File: config.mk
export PLATFORM = sky130hd
export DESIGN_NAME = sram_wb_ctrl
export DESIGN_NICKNAME = d
export VERILOG_FILES = /design/src/rtl/sram_wb_ctrl.sv
export SDC_FILE = /design/constraint.sdc
export NUM_CORES = 1
export LEC_CHECK = 0
export CORE_AREA = 4 4 102 104
export CTS_CLUSTER_DIAMETER = 80
export DETAILED_ROUTE_END_ITERATION = 12
export DIE_AREA = 0 0 106 108
export DONT_BUFFER_PORTS = 1
export HOLD_SLACK_MARGIN = 0.08
export SETUP_SLACK_MARGIN = 0.4
export SYNTH_ARGS = -nofsm -noshare
export SYNTH_HDL_FRONTEND = slang
export SYNTH_SLANG_ARGS = --single-unit
export TNS_END_PERCENT = 20
File: constraint.sdc
create_clock -name clk -period 1.45 [get_ports clk]
set_clock_uncertainty 0.05 [all_clocks]
set_input_delay 0.29 -clock clk [delete_from_list [all_inputs] [get_ports clk]]
set_output_delay 0.29 -clock clk [all_outputs]
set_load 0.02 [all_outputs]
File: src/rtl/sram_wb_ctrl.sv
// Wishbone-classic slave in front of BANKS x 4 byte-wide 512-word SRAM macros.
// Each transfer: request edge -> macro access edge -> ack cycle -> idle.
module sram_wb_ctrl #(
  parameter int  BANKS = 2,
  localparam int BBITS = (BANKS > 1) ? $clog2(BANKS) : 1,
  localparam int ABITS = 9 + $clog2(BANKS)
) (
  input  logic                   clk,
  input  logic                   rst_n,
  input  logic                   wb_cyc,
  input  logic                   wb_stb,
  input  logic                   wb_we,
  input  logic [3:0]             wb_sel,
  input  logic [ABITS-1:0]       wb_adr,
  input  logic [31:0]            wb_dat_w,
  output logic [31:0]            wb_dat_r,
  output logic                   wb_ack,
  output logic [4*BANKS-1:0]     sram_cen,
  output logic [4*BANKS-1:0]     sram_gwen,
  output logic [8*4*BANKS-1:0]   sram_wen,
  output logic [8:0]             sram_a,
  output logic [31:0]            sram_d,
  input  logic [32*BANKS-1:0]    sram_q
);

  typedef enum logic [1:0] {IDLE, ACCESS, ACK} state_t;

  state_t                 state, state_nxt;
  logic [BBITS-1:0]       bank_q, bank_nxt, req_bank;
  logic [4*BANKS-1:0]     cen_nxt, gwen_nxt;
  logic [8*4*BANKS-1:0]   wen_nxt;
  logic [8:0]             a_nxt;
  logic [31:0]            d_nxt;

  generate
    if (BANKS > 1) begin : g_bank
      assign req_bank = wb_adr[ABITS-1:9];
    end else begin : g_nobank
      assign req_bank = '0;
    end
  endgenerate

  always_ff @(posedge clk) begin
    if (!rst_n) begin
      state     <= IDLE;
      bank_q    <= '0;
      sram_cen  <= '1;
      sram_gwen <= '1;
      sram_wen  <= '1;
      sram_a    <= '0;
      sram_d    <= '0;
    end else begin
      state     <= state_nxt;
      bank_q    <= bank_nxt;
      sram_cen  <= cen_nxt;
      sram_gwen <= gwen_nxt;
      sram_wen  <= wen_nxt;
      sram_a    <= a_nxt;
      sram_d    <= d_nxt;
    end
  end

  // Macro controls for the access are computed here and registered on the
  // request edge, so the macros fire on the edge that leaves ACCESS.
  always_comb begin
    state_nxt = state;
    bank_nxt  = bank_q;
    cen_nxt   = '1;
    gwen_nxt  = '1;
    wen_nxt   = '1;
    a_nxt     = sram_a;
    d_nxt     = sram_d;
    case (state)
      IDLE: begin
        if (wb_cyc && wb_stb) begin
          state_nxt = ACCESS;
          bank_nxt  = req_bank;
          a_nxt     = wb_adr[8:0];
          d_nxt     = wb_dat_w;
          for (int m = 0; m < 4*BANKS; m++) begin
            if (int'(req_bank) == m / 4) begin
              if (wb_we) begin
                if (wb_sel[m % 4]) begin
                  cen_nxt[m]       = 1'b0;
                  wen_nxt[m*8 +: 8] = 8'h00;
                end
              end else begin
                cen_nxt[m]  = 1'b0;
                gwen_nxt[m] = 1'b0;
              end
            end
          end
        end
      end
      ACCESS:  state_nxt = ACK;
      ACK:     state_nxt = IDLE;
      default: state_nxt = IDLE;
    endcase
  end

  assign wb_ack   = (state == ACK) & wb_cyc;
  assign wb_dat_r = sram_q[32*int'(bank_q) +: 32];

endmodule

; Word level (Yosys, flattened, before mapping)
; Index checks and enable logic that the tools add are counted.
[totals]
regBits = 121
output_inout_bits = 154
input_bits = 115
wordCells = 44
[classes]
shift = 1
n_reduce_logical = 6
eq_ne = 3
bitwise = 4
mux = 21
[op_table]
columns = op, count
row1 = two-way mux 8 bit, 8
row2 = indexed part select 64 x 7 -> 32 bit, 1
row3 = two-way mux 1 bit, 11
row4 = case mux 2 bit (2 select lines), 1
row5 = AND reduction 4 bit, 1
row6 = OR reduction 4 bit, 1
row7 = inverter 1 bit, 3
row8 = AND reduction 3 bit, 1
row9 = equality test 2 x 1 -> 1 bit (second input constant), 1
row10 = equality test 2 bit (second input constant), 1
row11 = zero test 2 bit, 1
row12 = two-way mux 2 bit, 1
row13 = inequality test 2 bit (second input constant), 1
row14 = AND reduction 2 bit, 1
row15 = AND 1 bit, 1
row16 = logical AND 1 bit, 1

; Depth between registers and ports, before layout
[depth]
depth_word = 3
depth_mapped = 5
mapped_depth_nobuf = 2

; Worst setup path after synthesis
; OpenSTA, ideal clock, no wires.
[synth_timing]
path_kind = register to output
startpoint = register bank_q
endpoint = output port wb_dat_r[10]
path_slack_ps = -3
stages_incl_launch_ff = 4
path_buffers = 2
arrival_time_ps = 1113
required_ps = 1110
cell_sequence = dfxtp_1 clkbuf_1 buf_2 mux2_2
[synth_via]
elab_chain_cells = 1
[synth_rtl]
columns = element, line_no
row1 = start: declaration, 29  ; logic [BBITS-1:0] bank_q, bank_nxt, req_bank;
row2 = start signal: assignment, 54  ; bank_q <= bank_nxt;
row3 = indexed part select 64 x 7 -> 32 bit, 102  ; assign wb_dat_r = sram_q[32*int'(bank_q) +: 32];
row4 = end: declaration, 16  ; output logic [31:0] wb_dat_r,
; Every way passes these cells.

; Worst setup path after layout
; Ends and elaborated chain as after synthesis.

==> qor.yml <==
status:
  outcome: "finished with violations"
  violations: "setup timing"
final_layout:
  fillCellCount: 885
  diodes: 0
  final_core_util: 0.4482
  final_cell_count_no_fill: 472
  multi_input_area_mm2: 0.001518
  area_growth_pct: 36.40
  drive_gt1_frac: 0.4425
  register_area_mm2: 0.001451
  final_cell_mix: "nand2_1, dfxtp_4, dlygate4sd3_1"
  layout.cells.most_common: "nand2_1"
  layout.nets: 451
critical_path:
  crit_type: "reg2out"
  reg2reg_slack_ps: 60
  endpoint_kind: "primary output"
  rr_startpoint: "state[1]"
  crit_required_ps: 1110
  r2r-end: "sram_d[28]"
  startpoint_type: "flop"
  startpoint: "bank_q"
  r2r_cells: 4
  cp.arrival_ps: 1250
  crit_fanout: 17
detailed_routing:
  drt-initial-drc-count: 71
  drc_errors: 0
  ant_nets: 0
  wirelength_um: 9207
  dr.pass1.iters: 4
  wl_per_cell_um: 19.51
  num_vias: 2233
  viasPerCell: 4.731
synth:
  ys_warn_count: 0
  ys_seq_elements: 62
  synthesis.area_mm2: 0.003138
  avgSynthCellArea_um2: 9.312
  synthTopCellsByArea: "dfxtp_1, buf_4, mux2i_1"
  synth_enable_flop_cells: 0
  syn_nets: 452
  synth_top_area_frac: 0.3955
  synth-seq-area-share: 0.3955
  synthFlopType: "dfxtp_1"
  async_flop_share: 0
  yosysUniqueCellTypes: 21
  yosysTopAreaCell: "dfxtp_1"
  syn_inst: 337
pwr:
  peakVddDrop_v: 0.0005248
  cellPowerDensity_mw_per_mm2: 933.2
  p_leak_nw: 1.646
placed_design:
  place_hpwl_um: 5789
  place_ws_ps: 60.12
  placedCellCount: 403
  place_congestion: 0.6856
  numPortBuffers: 0
die:
  start_util: 0.3286
  io_pins: 269
  die_x_um: 106
  core_area_mm2: 0.009549
  rows: 36
  die_y_um: 108
  die_area_mm2: 0.01145
grt:
  use_met1: 0.1477
  grt_overflow_total: 0
  grt_max_degree: 88
  grt_pass1_vias: 2435
  grt_most_used_layer: "met2"
  grt_pass1_wl_um: 13280
  grt_use_total: 0.1494
  use_met3: 0.07343
  grtUsageMet2: 0.2769
  antenna_found_initial: 0
clock_network:
  cts.reportedPaths.clkPinSlew_ps: 70
  tritoncts: "built"
  cts_inserted_buffers: 9
  clock_latency_ps: 330
  cts_sinks: 62
  htree_levels: 3
  cts_buffer_depth: 2
  cts_root_buffer: "clkbuf_8"
sta:
  tns_ps: -4095
  fin_crit_ps: 1592
  clock.fmax_mhz: 628.0
  finalCritPeriodShare: 1.098
  rsz0062_at_grt: "yes"
  slew_headroom: 0.7013
  worst_slack_ps: -142.4
  worst_pin_slew_ps: 448.0
  hold_viol: 0
  maxSlewViolCount: 0
  setup_viol: 32
worst_hold_path:
  min_path_cells: 1
  hp-start: "wb_adr[9]"
  hold_class: "in2reg"
  whs_endpoint: "sram_wen[15]"
flow_run:
  drv_cap: 0
==> worst max-delay path: stages (launching register included) <==
cell and delay, ps:
dfxtp_4 380, buf_12 180, mux2_4 360
==> Yosys cell counts (all sizes together) (2+ instances only) <==
cell	instances
buf	79
clkbuf	6
dfxtp	62
mux2	32
mux2i	42
nand2	86
nand2b	4
nand3	8
nand4	7
nor2	2
==> flip-flops by register name, indices dropped and copies added (netlist names) <==
| register | count |
|---|---|
| sram_gwen | 2 |
| sram_wen | 8 |
| sram_d | 32 |
| bank_q | 1 |
| state | 2 |
| sram_a | 9 |
| sram_cen | 8 |
==> layer usage <==
metal | up-vias | wire, um
met5 | - | 0
met4 | 0 | 95
met3 | 12 | 971
met2 | 136 | 5047
met1 | 1039 | 3092
li1 | 1046 | -
==> area by class of cell <==
class / count / area share
multi-input combinational: 190 / 0.3546
sequential: 62 / 0.3391
timing repair buffer: 73 / 0.2260
tap: 133 / 0.03888
clock buffer: 10 / 0.02982
clock inverter: 4 / 0.01169
==> repair_timing <==
action,in CTS,in global routing
pin swaps,13,9
hold buffers,45,1
hold endpoints to repair,59,25
gates resized for setup,141,6
endpoints found under the setup margin,215,215
setup buffers,3,0
gates cloned,4,2
==> metrics by stage <==
stage	power (mW)	cell area [um^2]	hold WS, ps
after floorplan	2.420	3297	313.9
final	3.995	4280	16.73
after global routing	4.182	4280	-17.12
after global placement	2.417	3099	318.4
after CTS	4.019	4197	-7.444
after detailed placement	2.428	3099	319.1
==> worst max path at each step <==
| stage | end | slack [ps] | cells after the start |
|---|---|---|---|
| after floorplan | wb_dat_r[10] | 180 | 3 |
| after global placement | wb_dat_r[1] | 130 | 2 |
| after detailed placement | sram_d[5] | 60 | 3 |
| after CTS | wb_dat_r[7] | -170 | 2 |
| after global routing | wb_dat_r[7] | -190 | 2 |
| final | wb_dat_r[10] | -140 | 2 |
==> power breakdown <==
group | total (mW) | internal (mW) | switching, mW
Clock | 1.44 | 0.773 | 0.664
Combinational | 0.698 | 0.371 | 0.327
Sequential | 1.86 | 1.73 | 0.133
==> cell families (layout without fill, tap and decap cells) <==
kind of cell | after synthesis | after routing | share of synthesized area
and+or+nand+nor | 116 | 116 | 0.1643
muxes | 74 | 74 | 0.2488
buffers and inverters | 85 | 87 | 0.1914
DFF | 62 | 62 | 0.3955
Power figures use the tool's default switching activity.
